`config.mk`:
```
export PLATFORM = sky130hd
export DESIGN_NAME = exa_credit_tx
export DESIGN_NICKNAME = d
export VERILOG_FILES = /design/src/rtl/exa_credit_tx.sv
export SDC_FILE = /design/constraint.sdc
export NUM_CORES = 1
export LEC_CHECK = 0
export ABC_CLOCK_PERIOD_IN_PS = 3180
export CAP_MARGIN = 5
export CORE_MARGIN = 2
export CORE_UTILIZATION = 47
export CTS_BUF_LIST = sky130_fd_sc_hd__clkbuf_8
export DETAILED_ROUTE_END_ITERATION = 10
export PLACE_DENSITY = 0.82
export RECOVER_POWER = 25
export SYNTH_ARGS = -nofsm -noshare
export SYNTH_HDL_FRONTEND = slang
export SYNTH_SLANG_ARGS = --single-unit
```
`constraint.sdc`:
```
create_clock -name clk -period 3.18 [get_ports clk]
set_clock_uncertainty 0.05 [all_clocks]
set_input_delay 0.636 -clock clk [delete_from_list [all_inputs] [get_ports clk]]
set_output_delay 0.636 -clock clk [all_outputs]
set_load 0.01 [all_outputs]
```
`src/rtl/exa_credit_tx.sv`:
```
// exa_credit_tx: transmit side of the credit-based link. Drains packets from a local
// first-word-fall-through FIFO and forwards them word by word to a remote FIFO. A packet's
// header is popped only when the credit count covers the whole packet. All of its credits
// are reserved up front, so body words then flow without any further credit check.
//
// Ports:
//   clk, arst_n        clock, asynchronous active-low reset
//   i_fifo_empty       local FIFO empty
//   i_fifo_data        local FIFO head word (valid while not empty)
//   o_fifo_rd_en       pop local FIFO (combinational)
//   o_tx_valid/data    registered link word
//   o_tx_sop/eop       registered header / last-word flags
//   i_credit_ret       remote freed one word (+1 credit)
//   o_credits          current credit count
//   o_busy             packet body in progress
//   o_err_ovf          sticky: credit returned while already at CREDITS
module exa_credit_tx #(
  parameter int unsigned DWIDTH  = 32,
  parameter int unsigned CREDITS = 16,
  parameter int unsigned LEN_LSB = 0,
  parameter int unsigned LEN_W   = 4,
  localparam int unsigned CW     = $clog2(CREDITS) + 1
) (
  input  logic              clk,
  input  logic              arst_n,
  input  logic              i_fifo_empty,
  input  logic [DWIDTH-1:0] i_fifo_data,
  output logic              o_fifo_rd_en,
  output logic              o_tx_valid,
  output logic [DWIDTH-1:0] o_tx_data,
  output logic              o_tx_sop,
  output logic              o_tx_eop,
  input  logic              i_credit_ret,
  output logic [CW-1:0]     o_credits,
  output logic              o_busy,
  output logic              o_err_ovf
);

  // The longest possible packet must fit in the remote FIFO, otherwise it could never start.
  if ((1 << LEN_W) - 1 > CREDITS) begin : g_len_check
    $error("exa_credit_tx: maximum packet length exceeds CREDITS");
  end

  typedef enum logic [0:0] {StIdle, StBody} state_e;

  state_e            state_q, state_d;
  logic [LEN_W-1:0]  rem_q, rem_d;
  logic [CW-1:0]     credits_q, credits_d;
  logic              err_q, err_d;
  logic              tx_valid_q, tx_sop_q, tx_eop_q;
  logic [DWIDTH-1:0] tx_data_q;

  logic [LEN_W-1:0]  len_field;
  logic [LEN_W-1:0]  hdr_len;
  logic              hdr_fits;
  logic              rd_en;
  logic              sop, eop;

  always_comb begin
    len_field = i_fifo_data[LEN_LSB +: LEN_W];
    // A zero length field still denotes the header-only packet.
    hdr_len   = (len_field == '0) ? LEN_W'(1) : len_field;
    // Decision uses the registered count only; a same-cycle return does not help.
    hdr_fits  = (credits_q >= CW'(hdr_len));
  end

  always_comb begin
    state_d = state_q;
    rem_d   = rem_q;
    rd_en   = 1'b0;
    sop     = 1'b0;
    eop     = 1'b0;
    unique case (state_q)
      StIdle: begin
        if (!i_fifo_empty && hdr_fits) begin
          rd_en = 1'b1;
          sop   = 1'b1;
          if (hdr_len == LEN_W'(1)) begin
            eop = 1'b1;
          end else begin
            rem_d   = hdr_len - LEN_W'(1);
            state_d = StBody;
          end
        end
      end
      StBody: begin
        if (!i_fifo_empty) begin
          rd_en = 1'b1;
          rem_d = rem_q - LEN_W'(1);
          if (rem_q == LEN_W'(1)) begin
            eop     = 1'b1;
            state_d = StIdle;
          end
        end
      end
      default: state_d = StIdle;
    endcase
  end

  always_comb begin
    credits_d = credits_q;
    err_d     = err_q;
    if (rd_en && (state_q == StIdle)) begin
      // Whole-packet reservation; a return in the same cycle is folded in.
      credits_d = credits_q - CW'(hdr_len) + CW'(i_credit_ret);
    end else if (i_credit_ret) begin
      if (credits_q == CW'(CREDITS)) begin
        err_d = 1'b1;
      end else begin
        credits_d = credits_q + CW'(1);
      end
    end
  end

  always_ff @(posedge clk or negedge arst_n) begin
    if (!arst_n) begin
      state_q    <= StIdle;
      rem_q      <= '0;
      credits_q  <= CW'(CREDITS);
      err_q      <= 1'b0;
      tx_valid_q <= 1'b0;
      tx_sop_q   <= 1'b0;
      tx_eop_q   <= 1'b0;
      tx_data_q  <= '0;
    end else begin
      state_q    <= state_d;
      rem_q      <= rem_d;
      credits_q  <= credits_d;
      err_q      <= err_d;
      tx_valid_q <= rd_en;
      tx_sop_q   <= sop;
      tx_eop_q   <= eop;
      if (rd_en) begin
        tx_data_q <= i_fifo_data;
      end
    end
  end

  assign o_fifo_rd_en = rd_en;
  assign o_tx_valid   = tx_valid_q;
  assign o_tx_data    = tx_data_q;
  assign o_tx_sop     = tx_sop_q;
  assign o_tx_eop     = tx_eop_q;
  assign o_credits    = credits_q;
  assign o_busy       = (state_q == StBody);
  assign o_err_ovf    = err_q;

endmodule

```
* After elaboration in Yosys (flattened, before gate mapping)
Cells that the tools add are included.
** Cells by class
- Add/subtract/negate cells :: 5
- Multiplexer cells :: 22
- Eq/ne operators :: 7
- Bitwise logic cells :: 2
- Reduce and logical (&&, ||, !) cells :: 8
- Magnitude comparators :: 1
** Operator list (number)
- 4-bit 2-to-1 mux :: 4
- 5-bit 2-to-1 mux :: 3
- 1-bit 2-to-1 mux :: 11
- 4-bit by 1-bit == test with 1-bit output, second input constant :: 2
- 2-bit != test, second input constant :: 4
- 4-bit one-hot mux with 2 select lines :: 1
- 4-bit by 1-bit subtractor with 4-bit output, second input constant :: 2
- 1-bit one-hot mux with 2 select lines :: 3
- 3-bit AND reduction :: 2
- 5-bit by 1-bit adder with 5-bit output :: 1
- 5-bit by 1-bit adder with 5-bit output, second input constant :: 1
- 5-bit == test, second input constant :: 1
- 5-bit by 4-bit greater-or-equal comparator with 1-bit output :: 1
- 5-bit by 4-bit subtractor with 5-bit output :: 1
- 4-bit logical NOT :: 1
- 1-bit logical AND :: 2
- 1-bit inverter :: 2
- 2-bit AND reduction :: 1
- 2-bit nonzero test :: 1
- 1-bit logical NOT :: 1
** Word-level totals
- Bits of input ports :: 36
- Register bits :: 46
- Logic and storage cells :: 53

* Logic depth before layout (Yosys ltp)
Gate-level depths: netlist of run 1.
- Depth in word-level cells :: 9
- Depth in mapped cells :: 11

* Worst setup path before layout of run 1
No wires, ideal clock.
- Path type :: input to output
- Start :: input port i_fifo_data[1]
- End :: output port o_fifo_rd_en
- Buffers on the path :: 1
- Data required time :: 2.494 ns
- Arrival time :: 2.030 ns
- Stages :: 7
- Slack :: 0.464 ns
- Cell sequence :: nor3_1 > or2_2 > ha_1 > nor2b_1 > o211a_1 > nor3_4 > buf_6
** Between the ends
- Longest elaborated chain between the ends :: 6
** Ends and longest elaborated chain
- start, declared :: RTL line 27 : input logic [DWIDTH-1:0] i_fifo_data,
- 4-bit logical NOT :: RTL line 62 : hdr_len = (len_field == '0) ? LEN_W'(1) : len_field;
- 4-bit 2-to-1 mux (*) :: RTL line 62
- 5-bit by 4-bit greater-or-equal comparator with 1-bit output (*) :: RTL line 64 : hdr_fits = (credits_q >= CW'(hdr_len));
- 1-bit logical AND (*) :: RTL line 75 : if (!i_fifo_empty && hdr_fits) begin
- 1-bit 2-to-1 mux (*) :: RTL line 75
- 1-bit one-hot mux with 2 select lines (*) :: RTL line 73 : unique case (state_q)
- end, declared :: RTL line 28 : output logic o_fifo_rd_en,
Every way passes the cells marked *; elsewhere a longest branch is shown, timed or not.

* Final worst setup path of run 1
Same ends and word-level chain as after synthesis.

==> flow_summary.yaml, run 1 <==
floorplan:
  die_area_um2: 5610
  chipWidth_um: 74.9
  rows: 25
  core_area_um2: 4790
  io_pins: 79
  initial_core_util_pct: 49.4
  fp.dieH_um: 74.9
clock_network:
  post_cts_buffers: 0
  clock_latency_ps: 300
  ctsHoldBuffers: 0
  cts_sinks: 46
  cts_buffers: 5
  clk_pin_slew_worst_paths_ps: 90
  htreeDepth: 2
  cts_tree: "done"
  cts_root_buffer: "clkbuf_8"
  ctsLongestPathBuffers: 2
cells_and_area:
  fin_nets: 340
  nFillCells: 374
  final_cells: 354
  syn_to_final_growth_pct: 44.3
  fin_area_um2: 3410
  layout-drive-gt1-share_pct: 25.1
  ff_latch_area_um2: 1150
  final_util_pct: 71.3
  multi_input_area_um2: 1110
  diodes: 0
timing:
  finalHoldViolCount: 0
  setup_viol: 0
  maxSlewHeadroom_pct: -60.4
  fin_tns_setup_ps: 0
  slew_viol_final: 47
  rsz0062_at_grt: "false"
  period_needed_ps: 3040
  period_share_pct: 95.6
  fmax_mhz: 329
  tightest_slew_ps: 2410
global_routing:
  grt_pass1_wl_um: 8110
  use_met1_pct: 25.8
  grt_max_degree: 47
  gr-usage-met3_pct: 4.28
  grtUsageMet2_pct: 31.1
  busiest_layer: "met2"
  antenna_found_initial: 0
  grt_overflow: 0
  gr-usage-all-layers_pct: 19.3
  grt_pass1_vias: 1759
critical_path:
  cp_cell_sequence: "clkdlybuf4s50_1, buf_4, inv_1, ha_1, fa_2, nor2_1, o211a_1, nor3_4, buf_2"
  rrSetupSlack_ps: 870
  cp_slowest_cell: "clkdlybuf4s50_1"
  cp_top_family: "buffers and inverters"
  cp-end-kind: "primary output"
  path_class: "input pin to primary output"
  critPathRequiredTime_ps: 2490
  crit_buf_inv: 4
  slowest_delay_ps: 480
  path_max_fanout: 4
  cp-start-kind: "input pin"
  crit_arrival_ps: 2360
synthesis:
  ys_ff_latch: 46
  synthCells: 186
  syn_area_um2: 2360
  synth_ff_type: "dfrtp_1"
  ys_seq_area_share_pct: 48.7
  yosysUniqueCellTypes: 40
  syn_avg_cell_area_um2: 12.7
  synth_edf_count: 0
  ys.warnings.count: 0
  synthArstFlopShare_pct: 100
  synth_nets: 240
place:
  dp_cells: 346
  gp_congestion: 0.861
  port-buffer-count: 78
  placed_area_um2: 3330
  dp_hpwl_um: 3880
power:
  p_per_area_nw_per_um2: 742
  power_leakage_nw: 1.57
  peakVddDrop_uv: 395
min_path:
  hp-class: "register to register"
drt:
  drc: 0
  detail_route.first_pass.iterations: 4
  via_per_inst: 4.97
  wire_per_inst_um: 14.4
  wirelength_um: 5090
  vias: 1759
  drt_iter0_drc: 66
  ant_nets: 0
flow_run:
  cap_violations: 1
outcome:
  failed_checks: "capacitance limit, slew limit"
  outcome: "complete, but fails checks"
layout make-up:
cell class,count,share of cell area (%)
Clock buffer,5,2.02
Clock inverter,3,0.513
Inverter,17,1.87
Multi-Input combinational cell,119,32.6
Sequential cell,46,33.8
Tap cell,67,2.46
Timing Repair Buffer,97,26.7
Yosys cell counts, types with 4 or more instances:
library cell	count	share of area (%)
inv_1	17	2.7
nor3_1	4	0.85
xor2_1	5	1.9
nor2_1	6	0.95
mux2_2	33	16
nand2_1	4	0.63
ha_1	16	8.5
dfrtp_1	45	48
a21oi_1	5	1.1
mux2i_1	7	3.0
worst reg2reg max path, cell delays in order, from the launching register on:
cell	delay [ps]
dfstp_2	590
inv_1	80
ha_1	250
and3b_1	240
nor3_4	190
buf_4	410
mux2_2	400
stage by stage:
step                      setup WS [ps]  hold WS (ps)  power (W)
after detailed placement           -262           417    0.00219
final                               139           427    0.00253
after global routing               48.8           457    0.00272
after CTS                          39.8           438    0.00256
after global placement             -230           411    0.00215
after floorplan                     464           290    0.00159
metal layers:
metal  up-vias  part of all wire [%]
met2        56                    50
met3         9                   5.6
met1       850                    43
li1        844                     -
met4         0                   1.5
met5         -                     0
placed cells by master (no fill, tap or decap), drive strengths merged, types with 2 or more instances in the layout:
cell type	count
nand4	2
a21oi	5
clkbuf	6
nand2b	4
nor2	6
clkinv	2
o21ai	3
dfrtp	45
nor3	5
mux2	34
nand2	4
buf	20
nand3	2
mux2i	7
clkdlybuf4s50	76
ha	16
or2	3
xor2	5
inv	18
fa	2
xnor2	2
nor2b	3
a31oi	2
report_power, final:
group,switching (W),total [W],internal [W]
logic,0.000523,0.00126,0.000738
clock network,0.000197,0.000349,0.000152
registers,0.000148,0.000923,0.000775
timing repair:
item / CTS / global route
gates cloned: 0 / 0
setup endpoints to repair: 1 / 1
hold endpoints to repair: 0 / 0
resized for setup: 4 / 1
final timing paths:
path | startpoint | end | cells past startpoint
max | i_fifo_data[1] | o_fifo_rd_en | 9
min | o_err_ovf | o_err_ovf | 1
max reg2reg | o_credits[4] | o_tx_data[17] | 6
min reg2reg | o_err_ovf | o_err_ovf | 1
max in group asynchronous | arst_n | o_tx_data[21] | 1
min in group asynchronous | arst_n | o_credits[1] | 1
flip-flops by register name, summed over array words and instances, names as in the netlist:
register / cells
o_busy: 1
o_credits: 5
o_err_ovf: 1
o_tx_data: 32
o_tx_eop: 1
o_tx_sop: 1
o_tx_valid: 1
rem_q: 4
kinds of logic (layout without fill, tap and decap cells):
logic type | Yosys count | in the layout | synth area share [%]
mux | 41 | 41 | 19.3
simple gates | 37 | 37 | 10.1
xor+xnor | 7 | 7 | 2.59
fa+ha+maj | 18 | 18 | 10.2
compound gates | 16 | 16 | 4.81
flops | 46 | 46 | 48.7
buf+inv | 21 | 122 | 4.29
Note: power is estimated with default switching activity, not from simulation.
==> inputs of run 2 (changes only) <==
Settings changed: CORE_UTILIZATION 47 to 33, PLACE_DENSITY 0.82 to unset, RECOVER_POWER 25 to unset.
==> flow_summary.yaml, run 2 (same netlist as run 1, synthesis figures left out) <==
clock_network:
  clk_pin_slew_worst_paths_ps: 90
  htreeDepth: 2
  clock_latency_ps: 300
  cts_root_buffer: "clkbuf_8"
  ctsHoldBuffers: 0
  cts_tree: "done"
  ctsLongestPathBuffers: 2
  cts_buffers: 5
  cts_sinks: 46
drt:
  drt_iter0_drc: 45
  vias: 1742
  ant_nets: 0
  wirelength_um: 5240
  drc: 0
  via_per_inst: 4.57
  detail_route.first_pass.iterations: 3
  wire_per_inst_um: 13.8
timing:
  period_needed_ps: 3030
  fmax_mhz: 330
  setup_viol: 0
  rsz0062_at_grt: "false"
  maxSlewHeadroom_pct: 32.0
  tightest_slew_ps: 1020
  finalHoldViolCount: 0
  slew_viol_final: 0
  fin_tns_setup_ps: 0
  period_share_pct: 95.4
flow_run:
  cap_violations: 0
critical_path:
  cp_slowest_cell: "clkdlybuf4s50_1"
  cp-end-kind: "primary output"
  cp_cell_sequence: "clkdlybuf4s50_1, nor3_1, or2_2, ha_1, nor2b_1, o211a_1, nor3_4, buf_2"
  crit_buf_inv: 2
  slowest_delay_ps: 500
  path_max_fanout: 2
  crit_arrival_ps: 2350
  path_class: "input pin to primary output"
  cp_top_family: "buffers and inverters"
  critPathRequiredTime_ps: 2490
  cp-start-kind: "input pin"
floorplan:
  die_area_um2: 7860
  io_pins: 79
  chipWidth_um: 88.7
  fp.dieH_um: 88.7
  core_area_um2: 6870
  initial_core_util_pct: 34.4
  rows: 30
global_routing:
  grt_pass1_vias: 1684
  grt_overflow: 0
  grt_pass1_wl_um: 8070
  gr-usage-all-layers_pct: 13.5
  grt_max_degree: 47
  antenna_found_initial: 0
power:
  peakVddDrop_uv: 320
  p_per_area_nw_per_um2: 737
  power_leakage_nw: 1.56
place:
  placed_area_um2: 3340
  port-buffer-count: 78
  gp_congestion: 0.856
  dp_cells: 372
  dp_hpwl_um: 3980
cells_and_area:
  layout-drive-gt1-share_pct: 25.3
  multi_input_area_um2: 1110
  final_cells: 381
  diodes: 0
  syn_to_final_growth_pct: 45.3
  fin_area_um2: 3440
  largest_reg_flops: 32
  ff_latch_area_um2: 1150
  final_common_cell: "clkdlybuf4s50_1"
  mostFrequentLayoutCells: "clkdlybuf4s50_1, dfrtp_1, mux2_2"
  nFillCells: 650
  fin_nets: 338
min_path:
  hp-class: "register to register"
outcome:
  outcome: "finished clean"
-- run 2: metal layers --
metal | routed length, um | track usage [%] | up-vias
met4 | 58 | 4.55 | 0
met2 | 2670 | 22.2 | 47
li1 | - | - | 846
met3 | 257 | 3.54 | 7
met1 | 2260 | 17.2 | 842
met5 | 0 | 0 | -
-- run 2: area by class of cell --
class / count / area share, %
Sequential cell: 46 / 33.5
Multi-Input combinational cell: 119 / 32.4
Timing Repair Buffer: 95 / 26.1
Tap cell: 96 / 3.49
Clock buffer: 5 / 2.00
Inverter: 17 / 1.86
Clock inverter: 3 / 0.619
-- run 2: metrics by stage --
stage / setup slack (ps) / hold WS [ps] / total power [W] / utilization [%]
floorplan: 464 / 290 / 0.00159 / -
global placement: -319 / 413 / 0.00217 / 48.7
detailed placement: -357 / 412 / 0.00220 / 48.7
CTS: 25.9 / 433 / 0.00258 / 50.0
global route: 45.8 / 449 / 0.00273 / 50.0
finish: 147 / 427 / 0.00253 / 50.0
-- run 2: path summary, 6_finish.rpt --
kind                                      from      endpoint  slack, ps  cells after the start
worst max register to register    o_credits[2]      rem_q[0]        890                      7
worst min-delay path                 o_err_ovf     o_err_ovf        430                      1
max in group asynchronous               arst_n  o_credits[3]       1990                      1
worst min register to register       o_err_ovf     o_err_ovf        430                      1
worst max-delay path            i_fifo_data[2]  o_fifo_rd_en        150                      8
min in group asynchronous               arst_n  o_tx_data[9]        440                      1
-- run 2: timing repair --
| action | in CTS | in global routing |
|---|---|---|
| endpoints found under the setup margin | 1 | 1 |
| buffers inserted | 0 | 1 |
| resized for setup | 4 | 2 |
-- run 2: worst reg2reg max path, stage by stage, from the launching register on --
cell     delay [ps]
dfrtp_1         500
ha_1            350
nand2_1          60
o211a_1         260
buf_4           140
buf_4           130
or3_4           400
mux2_4          300
-- run 2: report_power, final --
| part | total [W] | switching, W | internal (W) |
|---|---|---|---|
| registers | 0.000924 | 0.000149 | 0.000775 |
| clock network | 0.000363 | 0.000209 | 0.000155 |
| logic | 0.00125 | 0.000509 | 0.000736 |
| total | 0.00253 | 0.000867 | 0.00167 |
==> inputs of run 3 (changes only) <==
Settings changed: DONT_BUFFER_PORTS set to 1, SKIP_LAST_GASP set to 1.
==> flow_summary.yaml, run 3 (same netlist as run 1, synthesis figures left out) <==
outcome:
  outcome: "finished clean"
critical_path:
  cp-end-kind: "primary output"
  critPathRequiredTime_ps: 2490
  rrSetupSlack_ps: 720
  cp-start-kind: "input pin"
  path_max_fanout: 7
  crit_arrival_ps: 2020
  path_class: "input pin to primary output"
drt:
  via_per_inst: 4.76
  ant_nets: 0
  drt_iter0_drc: 63
  drc: 0
  wirelength_um: 4570
  vias: 1377
  detail_route.first_pass.iterations: 4
  wire_per_inst_um: 15.8
global_routing:
  gr-usage-all-layers_pct: 12.0
  grt_pass1_vias: 1420
  grt_overflow: 0
  grt_max_degree: 46
  antenna_found_initial: 0
  grt_pass1_wl_um: 7140
power:
  fin_total_pwr_w: 0.00218
  power_leakage_nw: 1.21
  peakVddDrop_uv: 321
  p_per_area_nw_per_um2: 836
timing:
  fin_tns_setup_ps: 0
  setup_viol: 0
  tightest_slew_ps: 544
  maxSlewHeadroom_pct: 63.4
  rsz0062_at_grt: "false"
  period_needed_ps: 2710
  period_share_pct: 85.2
  fmax_mhz: 369
  slew_viol_final: 0
  finalHoldViolCount: 0
clock_network:
  clock_latency_ps: 290
  cts_root_buffer: "clkbuf_8"
  clk_pin_slew_worst_paths_ps: 80
  cts_buffers: 5
  post_cts_buffers: 0
  cts_sinks: 46
  htreeDepth: 2
  ctsHoldBuffers: 1
  cts_resized: 0
  ctsLongestPathBuffers: 2
  cts_tree: "done"
cells_and_area:
  diodes: 0
  syn_to_final_growth_pct: 10.5
  largest_reg_flops: 32
  fin_nets: 246
  layout-drive-gt1-share_pct: 28.0
  final_common_cell: "dfrtp_1"
  mostFrequentLayoutCells: "dfrtp_1, mux2_2, inv_1"
floorplan:
  rows: 30
  chipWidth_um: 88.7
  die_area_um2: 7860
  fp.dieH_um: 88.7
  initial_core_util_pct: 34.4
  io_pins: 79
  core_area_um2: 6870
place:
  dp_hpwl_um: 3530
  port-buffer-count: 0
  gp_congestion: 0.774
min_path:
  hp-class: "input pin to async pin"
flow_run:
  cap_violations: 0
run 3: cell types whose count changed in the layout (fill, tap and decap cells not counted), sizes merged:
cell / change
dlygate4sd2: -1
buf: -16
inv: +1
clkdlybuf4s50: -75
clkinv: -2
bufinv: +1
run 3: cell type report:
cell class | instances | area, um2
fillers | 679 | 4260
multi-input cells | 119 | 1110
clock buffers | 5 | 68.8
flip-flops and latches | 46 | 1150
well taps | 96 | 120
repair buffers | 3 | 55.1
clock inverters | 3 | 41.3
inverters | 17 | 63.8
run 3: critical path, cell delays in order:
cell     delay, ps
nor3_1          30
or2_2          320
ha_1           240
nor2b_1        150
o211a_1        250
nor3_4         400
run 3: final timing paths:
path	start	endpoint	cells past startpoint
worst max-delay path	i_fifo_data[2]	o_fifo_rd_en	6
worst min-delay path	arst_n	o_tx_data[20]	1
worst max register to register	o_credits[0]	o_tx_data[25]	7
worst min register to register	o_err_ovf	o_err_ovf	1
max in group asynchronous	arst_n	rem_q[2]	1
min in group clk	i_fifo_data[1]	o_tx_data[1]	1
run 3: layer usage:
layer | wire length [um] | vias to the layer above | GRT usage, %
met4 | 32 | 0 | 2.89
met5 | 0 | - | 0
met1 | 2040 | 670 | 16.0
met2 | 2220 | 43 | 18.6
met3 | 277 | 5 | 4.57
li1 | - | 659 | -
run 3: stage by stage:
stage / instances / hold slack, ps / setup WS, ps / utilization (%) / instance area (um2)
floorplan: 186 / 290 / 464 / - / 2360
global placement: 280 / 291 / 395 / 36.0 / 2470
detailed placement: 280 / 291 / 349 / 36.0 / 2470
CTS: 289 / 114 / 452 / 38.0 / 2610
global route: 289 / 104 / 321 / 38.0 / 2610
finish: 289 / 132 / 472 / 38.0 / 2610
run 3: power breakdown:
| part | internal [W] | leakage (nW) | total, W | switching [W] |
|---|---|---|---|---|
| Sequential | 0.000776 | 0.538 | 0.00104 | 0.000262 |
| Clock | 0.000231 | 0.0556 | 0.000424 | 0.000193 |
| Combinational | 0.000384 | 0.618 | 0.000722 | 0.000338 |
| Total | 0.00139 | 1.21 | 0.00218 | 0.000793 |
